<file path="src/rtl/commit_unit_pkg.sv">
// Shared constants for the commit unit: decoded instruction ids, widths and FSM state encoding.
package commit_unit_pkg;

  localparam int unsigned XLEN      = 32;
  localparam int unsigned REG_IDX_W = 5;

  // Decoded instruction ids; the branch ids must stay contiguous from BEQ to BGEU.
  localparam int unsigned ID_LUI   = 1;
  localparam int unsigned ID_AUIPC = 2;
  localparam int unsigned ID_JAL   = 3;
  localparam int unsigned ID_JALR  = 4;
  localparam int unsigned ID_BEQ   = 5;
  localparam int unsigned ID_BNE   = 6;
  localparam int unsigned ID_BLT   = 7;
  localparam int unsigned ID_BGE   = 8;
  localparam int unsigned ID_BLTU  = 9;
  localparam int unsigned ID_BGEU  = 10;
  localparam int unsigned ID_LW    = 13;
  localparam int unsigned ID_SB    = 16;
  localparam int unsigned ID_SH    = 17;
  localparam int unsigned ID_SW    = 18;
  localparam int unsigned ID_ADDI  = 19;

  typedef enum logic [1:0] {
    ST_IDLE       = 2'd0,
    ST_STORE_WAIT = 2'd1,
    ST_FLUSH      = 2'd2
  } state_e;

endpackage

</file>
<file path="src/rtl/commit_decode.sv">
// Combinational classification of a decoded instruction id into store / branch / register write.
module commit_decode
  import commit_unit_pkg::*;
#(
  parameter int ID_W = 6
) (
  input  logic [ID_W-1:0] instr_id_in,
  output logic            is_store_out,
  output logic            is_branch_out,
  output logic            writes_rd_out
);

  always_comb begin
    is_store_out  = (instr_id_in == ID_W'(ID_SB)) || (instr_id_in == ID_W'(ID_SH)) ||
                    (instr_id_in == ID_W'(ID_SW));
    is_branch_out = (instr_id_in >= ID_W'(ID_BEQ)) && (instr_id_in <= ID_W'(ID_BGEU));
    writes_rd_out = !is_store_out && !is_branch_out;
  end

endmodule

</file>
<file path="src/rtl/commit_unit.sv">
// ROB-head commit unit: register write-back, store release to the LSB, branch flush/redirect.
// Optional feature macro: COMMIT_CNT_EN adds commit_cnt_out, a count of accepted bundles.
module commit_unit
  import commit_unit_pkg::*;
#(
  parameter int ROB_IDX_W = 4,
  parameter int LSB_IDX_W = 4,
  parameter int ID_W      = 6
) (
  input  logic                 clk_in,
  input  logic                 rst_in,
  input  logic                 rdy_in,
  input  logic                 commit_en_in,
  input  logic [ID_W-1:0]      instr_id_in,
  input  logic [REG_IDX_W-1:0] rd_in,
  input  logic [ROB_IDX_W-1:0] rob_pos_in,
  input  logic [LSB_IDX_W-1:0] lsb_pos_in,
  input  logic [XLEN-1:0]      res_in,
  input  logic                 jump_en_in,
  input  logic [XLEN-1:0]      jump_a_in,
  output logic                 commit_ready_out,
  output logic                 rf_we_out,
  output logic [REG_IDX_W-1:0] rf_rd_out,
  output logic [XLEN-1:0]      rf_data_out,
  output logic [ROB_IDX_W-1:0] rf_rob_pos_out,
  output logic                 lsb_commit_en_out,
  output logic [LSB_IDX_W-1:0] lsb_commit_pos_out,
  input  logic                 lsb_store_done_in,
  output logic                 clear_branch_out,
  output logic                 pc_redirect_en_out,
  output logic [XLEN-1:0]      pc_redirect_a_out,
`ifdef COMMIT_CNT_EN
  output logic [XLEN-1:0]      commit_cnt_out,
`endif
  output state_e               state_dbg_out
);

  // Handshake: a bundle transfers on a rising edge where commit_en_in, rdy_in and
  // the internal ready (state == IDLE) are all high; otherwise it is dropped, not queued.

  state_e                 state_q, state_d;
  logic                   is_store, is_branch, writes_rd, accept;
  logic                   rf_we_q, rf_we_d;
  logic [REG_IDX_W-1:0]   rf_rd_q, rf_rd_d;
  logic [XLEN-1:0]        rf_data_q, rf_data_d;
  logic [ROB_IDX_W-1:0]   rf_rob_q, rf_rob_d;
  logic                   lsb_en_q, lsb_en_d;
  logic [LSB_IDX_W-1:0]   lsb_pos_q, lsb_pos_d;
  logic                   clear_q, clear_d;
  logic [XLEN-1:0]        redir_a_q, redir_a_d;

  commit_decode #(.ID_W(ID_W)) u_decode (
    .instr_id_in   (instr_id_in),
    .is_store_out  (is_store),
    .is_branch_out (is_branch),
    .writes_rd_out (writes_rd)
  );

  assign accept = commit_en_in && rdy_in && (state_q == ST_IDLE);

  always_ff @(posedge clk_in or negedge rst_in) begin
    if (!rst_in) state_q <= ST_IDLE;
    else         state_q <= state_d;
  end

  // A jump wins over a store so a mispredicted bundle never releases memory.
  always_comb begin
    state_d = state_q;
    if (rdy_in) begin
      case (state_q)
        ST_IDLE: begin
          if (commit_en_in) begin
            if (jump_en_in)    state_d = ST_FLUSH;
            else if (is_store) state_d = ST_STORE_WAIT;
          end
        end
        ST_STORE_WAIT: if (lsb_store_done_in) state_d = ST_IDLE;
        ST_FLUSH:      state_d = ST_IDLE;
        default:       state_d = ST_IDLE;
      endcase
    end
  end

  always_comb begin
    rf_we_d   = 1'b0;
    rf_rd_d   = rf_rd_q;
    rf_data_d = rf_data_q;
    rf_rob_d  = rf_rob_q;
    lsb_en_d  = 1'b0;
    lsb_pos_d = lsb_pos_q;
    clear_d   = 1'b0;
    redir_a_d = redir_a_q;
    if (accept) begin
      if (writes_rd && (rd_in != '0)) begin
        rf_we_d   = 1'b1;
        rf_rd_d   = rd_in;
        rf_data_d = res_in;
        rf_rob_d  = rob_pos_in;
      end
      if (is_store && !jump_en_in) begin
        lsb_en_d  = 1'b1;
        lsb_pos_d = lsb_pos_in;
      end
      if (jump_en_in) begin
        clear_d   = 1'b1;
        redir_a_d = jump_a_in;
      end
    end
  end

  always_ff @(posedge clk_in or negedge rst_in) begin
    if (!rst_in) begin
      rf_we_q   <= 1'b0;
      rf_rd_q   <= '0;
      rf_data_q <= '0;
      rf_rob_q  <= '0;
      lsb_en_q  <= 1'b0;
      lsb_pos_q <= '0;
      clear_q   <= 1'b0;
      redir_a_q <= '0;
    end else begin
      rf_we_q   <= rf_we_d;
      rf_rd_q   <= rf_rd_d;
      rf_data_q <= rf_data_d;
      rf_rob_q  <= rf_rob_d;
      lsb_en_q  <= lsb_en_d;
      lsb_pos_q <= lsb_pos_d;
      clear_q   <= clear_d;
      redir_a_q <= redir_a_d;
    end
  end

  // Pulses are masked by rdy_in so a frozen cycle never presents an enable.
  assign commit_ready_out   = rst_in && (state_q == ST_IDLE);
  assign rf_we_out          = rf_we_q && rdy_in;
  assign rf_rd_out          = rf_rd_q;
  assign rf_data_out        = rf_data_q;
  assign rf_rob_pos_out     = rf_rob_q;
  assign lsb_commit_en_out  = lsb_en_q && rdy_in;
  assign lsb_commit_pos_out = lsb_pos_q;
  assign clear_branch_out   = clear_q && rdy_in;
  assign pc_redirect_en_out = clear_q && rdy_in;
  assign pc_redirect_a_out  = redir_a_q;
  assign state_dbg_out      = state_q;

`ifdef COMMIT_CNT_EN
  logic [XLEN-1:0] cnt_q, cnt_d;

  always_comb cnt_d = cnt_q + XLEN'(accept);

  always_ff @(posedge clk_in or negedge rst_in) begin
    if (!rst_in) cnt_q <= '0;
    else         cnt_q <= cnt_d;
  end

  assign commit_cnt_out = cnt_q;
`endif

endmodule

</file>
<file path="config.mk">
export PLATFORM = sky130hd
export DESIGN_NAME = commit_unit
export DESIGN_NICKNAME = d
export VERILOG_FILES = /design/src/rtl/commit_unit_pkg.sv /design/src/rtl/commit_decode.sv /design/src/rtl/commit_unit.sv
export SDC_FILE = /design/constraint.sdc
export NUM_CORES = 1
export LEC_CHECK = 0
export CAP_MARGIN = 20
export CORE_UTILIZATION = 36
export DETAILED_ROUTE_END_ITERATION = 6
export GPL_ROUTABILITY_DRIVEN = 0
export PLACE_DENSITY = 0.77
export SYNTH_ARGS = -nofsm -noshare
export SYNTH_HDL_FRONTEND = slang
export SYNTH_SLANG_ARGS = --single-unit
</file>
<file path="constraint.sdc">
create_clock -name clk_in -period 1.8 [get_ports clk_in]
set_input_delay 0.27 -clock clk_in [delete_from_list [all_inputs] [get_ports clk_in]]
set_output_delay 0.27 -clock clk_in [all_outputs]
set_load 0.01 [all_outputs]
</file>
Yosys cells after proc, flatten, opt, wreduce, memory -nomap -nowiden
Cells that the tools add are included.
Cells by class
  eq/ne operators: 7
  reductions and logical operators: 21
  $lt $le $gt $ge: 2
  muxes and demuxes: 11
Operators by type and width (count)
  $eq 6x5->1 const B: 3
  $logic_and 1x1->1: 10
  $mux 2: 4
  $ge 6x3->1 const B: 1
  $le 6x4->1 const B: 1
  $mux 1: 6
  $reduce_and 2->1: 3
  $reduce_bool 5->1: 1
  $ne 2x2->1 const B: 2
  $pmux 2 s2: 1
  $reduce_and 4->1: 1
  $logic_not 1->1: 3
  $ne 3x3->1 const B: 1
  $eq 2x1->1 const B: 1
  $logic_not 2->1: 1
  $logic_or 1x1->1: 2
Storage, ports and cells
  register bits after elaboration: 82
  logic and storage cells: 50
  output and inout bits: 84

Logic depth before layout (Yosys ltp)
Gate-level depths: netlist (run 1).
  word-level depth: 8
  depth in mapped cells: 5
  gate-level depth less buffers: 4

Hierarchy
Synthesis (run 1) repeated with hierarchy kept, for this count alone.
Second synthesis, totals
  cells, all modules: 197
  area total of the unflattened synthesis: 3195.6 um2
By module, submodules not included
  commit_unit: seq. area each 2052.0 um2, instances 1, cells each 185, area each 3118.0 um2
  commit_decode: seq. area each 0.0 um2, instances 1, cells each 12, area each 77.6 um2

Worst setup path before layout (run 1)
Ideal clock, no wire load.
  path kind: register to register
  from: register state_q[1] (netlist: state_dbg_out[1])
  to: register rf_data_q[0] (netlist: rf_data_out[0])
  cell stages (with the launch flop): 6
  path slack: -0.002 ns
  data arrival time: 1.677 ns
  library setup time: 0.125 ns
  path buffers: 1
  path through: dfrtp_1 and4bb_2 o21ai_2 a221oi_4 buf_6 mux2_4
Between the ends
  longest elaborated chain between the ends: 3
RTL lines
  start, declared: RTL line commit_unit.sv:41  | state_e state_q, state_d;
  start signal, assigned: RTL line commit_unit.sv:63  | else state_q <= state_d;
  $logic_not 2->1: RTL line commit_unit.sv:59  | assign accept = commit_en_in && rdy_in && (state_q == ST_IDLE);
  $logic_and 1x1->1: RTL line commit_unit.sv:59
  $reduce_and 2->1 (no line)
  end signal, assigned: RTL line commit_unit.sv:124  | rf_data_q <= rf_data_d;
  end, declared: RTL line commit_unit.sv:45  | logic [XLEN-1:0] rf_data_q, rf_data_d;
Every way passes these cells.
A chain may end at the register's enable or synchronous reset.

Final worst setup path (run 1)
  from: register state_q[0] (netlist: state_dbg_out[0])
  to: register rf_data_q[17] (netlist: rf_data_out[17])
Same word-level chain as after synthesis.

==> results of run 1 <==
==> logic make-up (layout without fill, tap and decap cells) <==
family	Yosys count	after routing	share of synthesized area, %
and+or+nand+nor	15	15	3.55
DFF	82	82	62.0
AOI/OAI and AO/OA	12	12	3.25
muxes	72	72	28.4
buffers and inverters	15	219	2.84
==> timing repair <==
item,in CTS,in global routing
gates resized for setup,16,6
buffers inserted,4,0
endpoints found under the setup margin,42,41
hold buffers,0,1
pin swaps,0,1
hold endpoints to repair,0,1
gates cloned,2,0
==> metal layers <==
metal / vias up / GRT usage (%)
li1: 1082 / -
met1: 1118 / 22.4
met5: - / 0
met2: 107 / 26.9
met4: 0 / 5.48
met3: 10 / 4.29
==> power by group through the flow <==
stage | clock network [mW] | logic [mW] | registers (mW)
floorplan | 0 | 0.549 | 2.67
global placement | 0 | 1.88 | 2.48
detailed placement | 0 | 1.92 | 2.49
CTS | 1.49 | 1.96 | 2.47
global route | 1.60 | 2.05 | 2.52
finish | 1.45 | 1.95 | 2.46
==> sequential cells by signal, summed over array words and instances (netlist names), 2 cells and up <==
register / flops
lsb_commit_pos_out: 4
rf_rob_pos_out: 4
pc_redirect_a_out: 32
rf_rd_out: 5
state_dbg_out: 2
rf_data_out: 32
==> cells in the mapped netlist <==
library cell,n,area (sq um)
a21o_1,1,7.51
a21oi_1,1,5.00
a221oi_4,1,26.3
and2_1,3,18.8
and2_2,1,7.51
and4bb_2,1,12.5
buf_2,3,15.0
buf_4,1,7.51
buf_6,4,45.0
dfrtp_1,82,2050
inv_1,7,26.3
mux2_2,38,428
mux2_4,34,510
nand2_1,1,3.75
nand2b_1,1,6.26
nor2_1,3,11.3
nor3_1,1,5.00
nor3b_1,1,7.51
nor4b_4,1,23.8
o21ai_0,2,10.0
o21ai_2,1,8.76
o22ai_1,1,6.26
o2bb2ai_1,5,43.8
or2b_1,1,7.51
or4b_4,1,13.8
==> through the flow <==
| step | hold WS (ns) | power (mW) | TNS, ns | util [%] |
|---|---|---|---|---|
| floorplan | -0.0256 | 3.22 | -0.0584 | - |
| global placement | 0.484 | 4.37 | -20.14 | 59.5 |
| detailed placement | 0.492 | 4.41 | -21.35 | 59.5 |
| CTS | 0.240 | 5.92 | -0.575 | 63.1 |
| global route | 0.514 | 6.17 | -3.24 | 63.7 |
| finish | 0.506 | 5.86 | -0.578 | 63.7 |
==> layout make-up <==
| class | instances | area, sq um |
|---|---|---|
| well taps | 108 | 135 |
| repair buffers | 196 | 1990 |
| clock inverters | 4 | 75.1 |
| clock buffers | 12 | 145 |
| multi-input cells | 99 | 1180 |
| fillers | 686 | 3200 |
| inverters | 7 | 26.3 |
| flip-flops and latches | 82 | 2050 |
==> worst min-delay path by stage <==
| stage | start | endpoint | cells after the start |
|---|---|---|---|
| detailed placement | pc_redirect_a_out[27]$_DFFE_PN0P_ | pc_redirect_a_out[27]$_DFFE_PN0P_ | 1 |
| finish | pc_redirect_a_out[7]$_DFFE_PN0P_ | pc_redirect_a_out[7]$_DFFE_PN0P_ | 1 |
| global placement | pc_redirect_a_out[27]$_DFFE_PN0P_ | pc_redirect_a_out[27]$_DFFE_PN0P_ | 1 |
| global route | pc_redirect_a_out[25]$_DFFE_PN0P_ | pc_redirect_a_out[25]$_DFFE_PN0P_ | 1 |
| CTS | rst_in | pc_redirect_a_out[6]$_DFFE_PN0P_ | 2 |
| floorplan | rst_in | clear_q$_DFF_PN0_ | 0 |
==> worst reg2reg max path, cell delays in order, from the launching register on <==
cell      delay (ns)
dfrtp_1         0.39
and4bb_2        0.35
o21ai_4         0.08
a221oi_4        0.25
buf_4           0.18
buf_12          0.14
mux2_4          0.32
==> layout by cell type, fill, tap and decap left out <==
| cell type | netlist | final |
|---|---|---|
| a21o_1 | 1 | 1 |
| a21oi_1 | 1 | 1 |
| a221oi_4 | 1 | 1 |
| and2_1 | 3 | 3 |
| and2_2 | 1 | 1 |
| and4bb_2 | 1 | 1 |
| buf_12 | 0 | 2 |
| buf_16 | 0 | 3 |
| buf_4 | 1 | 16 |
| buf_6 | 4 | 2 |
| buf_8 | 0 | 1 |
| bufinv_16 | 0 | 2 |
| clkbuf_1 | 0 | 2 |
| clkbuf_2 | 0 | 1 |
| clkbuf_8 | 0 | 10 |
| clkdlybuf4s50_1 | 0 | 162 |
| clkinvlp_4 | 0 | 2 |
| dfrtp_1 | 82 | 82 |
| dlygate4sd2_1 | 0 | 8 |
| dlygate4sd3_1 | 0 | 1 |
| inv_1 | 7 | 7 |
| mux2_2 | 38 | 36 |
| mux2_4 | 34 | 36 |
| nand2_1 | 1 | 1 |
| nand2b_1 | 1 | 1 |
| nor2_1 | 3 | 3 |
| nor3_1 | 1 | 1 |
| nor3b_1 | 1 | 1 |
| nor4b_4 | 1 | 1 |
| o21ai_0 | 2 | 2 |
| o21ai_4 | 0 | 1 |
| o22ai_2 | 0 | 1 |
| o2bb2ai_1 | 5 | 5 |
| or2b_1 | 1 | 1 |
| or4b_4 | 1 | 1 |
==> summary.md, run 1 <==
| Metric | Value |
|---|---|
| Dpl cells | approximately 480 |
| Global route overflow | 0 |
| R2R setup slack | -0.04 ns |
| Largest delay share family, worst path | flip-flops |
| Failing checks | design-rule violations, negative setup slack |
| Port Buffer Count | ~170 |
| Worst Setup End Kind | flip-flop |
| Max-cap violations | 0 |
| Psw | ~1.5 mW |
| PnR worst setup slack | -0.0433 ns |
| Synth Instances | between 150 and 200 |
| CTS buffer count | 9 |
| RSZ-0062 raised after global routing | yes |
| # H-tree levels | 3 |
| Combinational power share | about a third |
| WP buf/inv | 2 |
| Switching fraction of total power | 25.2% |
| Normalized max-slew margin | 68.7% |
| Root Buffer | clkbuf_8 |
| Clock network power share | between 20% and 30% |
| Drt wl/cell | roughly 16 microns |
| Min cycle time layout | 1.84 ns |
| Netlist cell types | 25 |
| Setup crit start kind | flip-flop |
| R2R Path End | rf_data_out[17]$_DFFE_PN0P_ |
| Die width | approximately 100 microns |
| DRC viols | 17 |
| Skew final | between 0.01 and 0.015 ns |
| Area post-placement | 5240 sq um |
| Crit path cell chain | and4bb_2, o21ai_4, a221oi_4, buf_4, buf_12, mux2_4 |
| HP Class | flip-flop to flip-flop |
| CTS tree | done |
| Drt first-iter violations | 51 |
| Post-route ant nets | 0 |
| Reg-to-Reg Start | state_dbg_out[0]$_DFFE_PN0P_ |
| Setup CP Type | flip-flop to flip-flop |
| Leakage power | ~2.5 nW |
| Final std cells w/o fill | ~510 |
| Layout Cell Area excl Fill | between 5000 and 6000 sq um |
| Post-Syn Area | approximately 3300 sq um |
| Longest Clk Path Bufs | 2 |
| Num ports | ~170 |
| Net Count, Synth | roughly 290 |
| Core Box Area | 8810 sq um |
| Largest net degree at the start of global routing | 83 |
| Worst VDD drop | approximately 0.52 mV |
| Fin crit share | 102% |
| First-pass GRT wire length | between 10000 and 15000 microns |
| Vias in the first global route | approximately 2.4k |
| DP Wirelength | between 5000 and 6000 microns |
| Clock transition at path regs | about 0.08 ns |
| Initial Util | 37.6% |
| Final Hold Vio Count | 0 |
| Max stage delay on crit path | 0.39 ns |
| Max Clk Rate | between 500 and 600 MHz |
| Metal-1 WL | around 3500 microns |
| CP max FO | 11 |
| Status | finished, violations left |
| Final nets | ~480 |
| Reg2reg path depth | 6 |
| Uppermost layer routed | met4 |
| Worst path arrival time | just over 2 ns |
| Total global-route track usage | between 10% and 20% |
| DP Worst Slack | -0.402 ns |
| CP Launch Point | state_dbg_out[0]$_DFFE_PN0P_ |
| Die area | approximately 9600 sq um |
| Clock sink total | 82 |
| Endpoints failing setup | 28 |
| Worst-Skew Late Latency | between 0.3 and 0.4 ns |
| Met3 WL post-DR | between 500 and 600 microns |
| Share of cells above drive strength 1 | 29.5% |
| Initial antenna violation count | 0 |
| Reg power frac | a little over two fifths |
| Pins Over Slew Limit | 0 |
| Met2 Wirelength | between 3000 and 4000 microns |
| FP Rows | 34 |
| Routed WL | about 7900 microns |
| First-pass DRT Iterations | 7 |
| Worst setup path endpoint | rf_data_out[17]$_DFFE_PN0P_ |
| Yosys warning total | 0 |
| Area grow syn2layout | 69.4% |
| Total number of vias | around 2.3k |
| CP Depth | 6 |
| N_diodes | 0 |
| Vias per cell | roughly 4.6 |
| WP data required | between 2 and 2.5 ns |
| Yosys reg bits | between 80 and 90 |
| Pwr Density | between 1000 and 1500 nW/um^2 |
| Crit path max-delay cell type | dfrtp_1 |
| Sequential area share after synthesis | just over 60% |
| Die Span Y | approximately 98 microns |
| Worst Max-Slew Pin Slew | between 0.4 and 0.5 ns |
| P_int | roughly 4.4 mW |
| Syn_area_per_cell | ~17 sq um |
No activity file was read; power rests on OpenSTA's default activity.
==> run 2, diff against run 1 <==
CORE_UTILIZATION = 42   (was 36)
PLACE_DENSITY = 0.85   (was 0.77)
SKIP_CTS_REPAIR_TIMING = 1   (was unset)
clock period = 2.2 ns   (was 1.8 ns; I/O delays follow)
==> run 2 against run 1 <==
The flow now finishes without violations. Highest routed layer unchanged. Clock skew shrank 0.0010 ns. Hold slack lost 0.49 ns. Clock power is 14% lower. Combinational power is 21% lower. Clock-buffer cell count down 2. Critical path depth down 2. First-iteration DRC count grew 9.8%.
==> summary.md, run 2 (synthesis results as in run 1) <==
| Metric | Value |
|---|---|
| Status | completed |
| Global route overflow | 0 |
| Die area | roughly 8200 sq um |
| RSZ-0062 raised after global routing | no |
| CTS buffer count | 9 |
| Initial Util | a little over two fifths |
| Max-cap violations | 0 |
| Commonest non-fill, non-tap cell in the layout | clkdlybuf4s50_1 |
| Worst Max-Slew Pin Slew | 0.439 ns |
| Worst path arrival time | about 1.7 ns |
| Share of cells above drive strength 1 | 27.3% |
| Worst Setup End Kind | output port |
| Most frequent cells in the layout | 171 x clkdlybuf4s50_1, 82 x dfrtp_1, 38 x mux2_2 |
| Routed WL | between 7000 and 8000 microns |
| Final nets | ~470 |
| Drt wl/cell | about 16 microns |
| Vias in the first global route | approximately 2.5k |
| Area grow syn2layout | 64.9% |
| Pins Over Slew Limit | 0 |
| Total global-route track usage | 19.2% |
| Endpoints failing setup | 0 |
| CP max FO | 5 |
| Post-route ant nets | 0 |
| WP data required | between 1.5 and 2 ns |
| Clock transition at path regs | around 0.07 ns |
| DP Worst Slack | -0.145 ns |
| First-pass DRT Iterations | 4 |
| Core Box Area | between 7000 and 8000 sq um |
| Worst-Skew Late Latency | 0.34 ns |
| Max Clk Rate | 499 MHz |
| Root Buffer | clkbuf_8 |
| Min cycle time layout | ~2 ns |
| Fin crit share | between 90% and 100% |
| Setup crit start kind | primary input |
| Worst VDD drop | 0.538 mV |
| Die width | 90.8 microns |
| Drt first-iter violations | 56 |
| CTS tree | done |
| Num ports | approximately 170 |
| Largest net degree at the start of global routing | between 80 and 90 |
| Vias per cell | between 4 and 5 |
| N_diodes | 0 |
| Leakage power | roughly 2.4 nW |
| Clock sink total | between 80 and 90 |
| FP Rows | 32 |
| Skew final | 0.0100 ns |
| HP Class | primary input to asynchronous set/reset pin |
| Normalized max-slew margin | 70.7% |
| Die Span Y | between 90 and 100 microns |
| # H-tree levels | 3 |
| Fillcell total | 543 |
| First-pass GRT wire length | around 12000 microns |
| DP Wirelength | between 5000 and 6000 microns |
| Port Buffer Count | 172 |
| Initial antenna violation count | 0 |
| Total number of vias | between 2k and 2.5k |
| PnR worst setup slack | 0.196 ns |
| Longest Clk Path Bufs | 2 |
| Final Hold Vio Count | 0 |
| DRC viols | 0 |
| Pwr Density | slightly below 900 nW/um^2 |
| Hold WS | 0.0201 ns |
| Setup CP Type | primary input to output port |
run 2: changes by cell type in the layout (fill, tap and decap cells not counted), sizes merged:
cell / previous run / this run
buf: 24 / 13
clkinv: 0 / 3
dlygate4sd3: 1 / 0
dlygate4sd2: 8 / 0
clkinvlp: 2 / 0
clkdlybuf4s50: 162 / 171
clkbuf: 13 / 10
bufinv: 2 / 3
run 2: cell type report:
cell class	instances	area [sq um]	area share [%]
Sequential cell	82	2050	37.6
Timing Repair Buffer	184	1850	34.0
Multi-Input combinational cell	99	1160	21.3
Clock buffer	10	128	2.34
Tap cell	102	128	2.34
Clock inverter	6	105	1.93
Inverter	7	26.3	0.482
run 2: stage by stage:
step / setup TNS [ns] / cell area, sq um / power [mW] / util, % / cells
2_1_floorplan: 0 / 3310 / 2.63 / - / 196
3_3_place_gp: -3.44 / 5200 / 3.56 / 67.6 / 473
3_5_place_dp: -5.03 / 5200 / 3.60 / 67.6 / 473
4_1_cts: 0 / 5430 / 4.87 / 70.6 / 489
5_1_grt: 0 / 5460 / 5.04 / 71.0 / 490
6_report: 0 / 5460 / 4.82 / 71.0 / 490
run 2: worst paths after layout:
kind	start	end	slack, ns	cells after the start
max	rdy_in	pc_redirect_en_out	0.20	4
min reg2reg	pc_redirect_a_out[4]$_DFFE_PN0P_	pc_redirect_a_out[4]$_DFFE_PN0P_	0.51	1
max reg2reg	state_dbg_out[0]$_DFFE_PN0P_	rf_data_out[14]$_DFFE_PN0P_	0.28	5
min in group clk_in	pc_redirect_a_out[4]$_DFFE_PN0P_	pc_redirect_a_out[4]$_DFFE_PN0P_	0.51	1
max in group asynchronous	rst_in	rf_rd_out[0]$_DFFE_PN0P_	1.60	3
min	rst_in	pc_redirect_a_out[2]$_DFFE_PN0P_	0.02	2
run 2: critical path: stages:
cell and delay (ns):
clkdlybuf4s50_1 0.50, buf_4 0.14, and2_1 0.16, clkdlybuf4s50_1 0.55
run 2: routing by layer:
layer	track usage [%]	up-vias	routed length, microns
li1	-	1062	-
met1	24.9	1099	3300
met2	31.6	111	3730
met3	5.05	12	522
met4	5.78	0	108
met5	0	-	0
run 2: power by group:
group          total [mW]  switching, mW  internal, mW
registers            2.02          0.183          1.84
logic                1.55          0.502          1.05
clock network        1.25          0.501         0.749
total                4.82           1.19          3.63
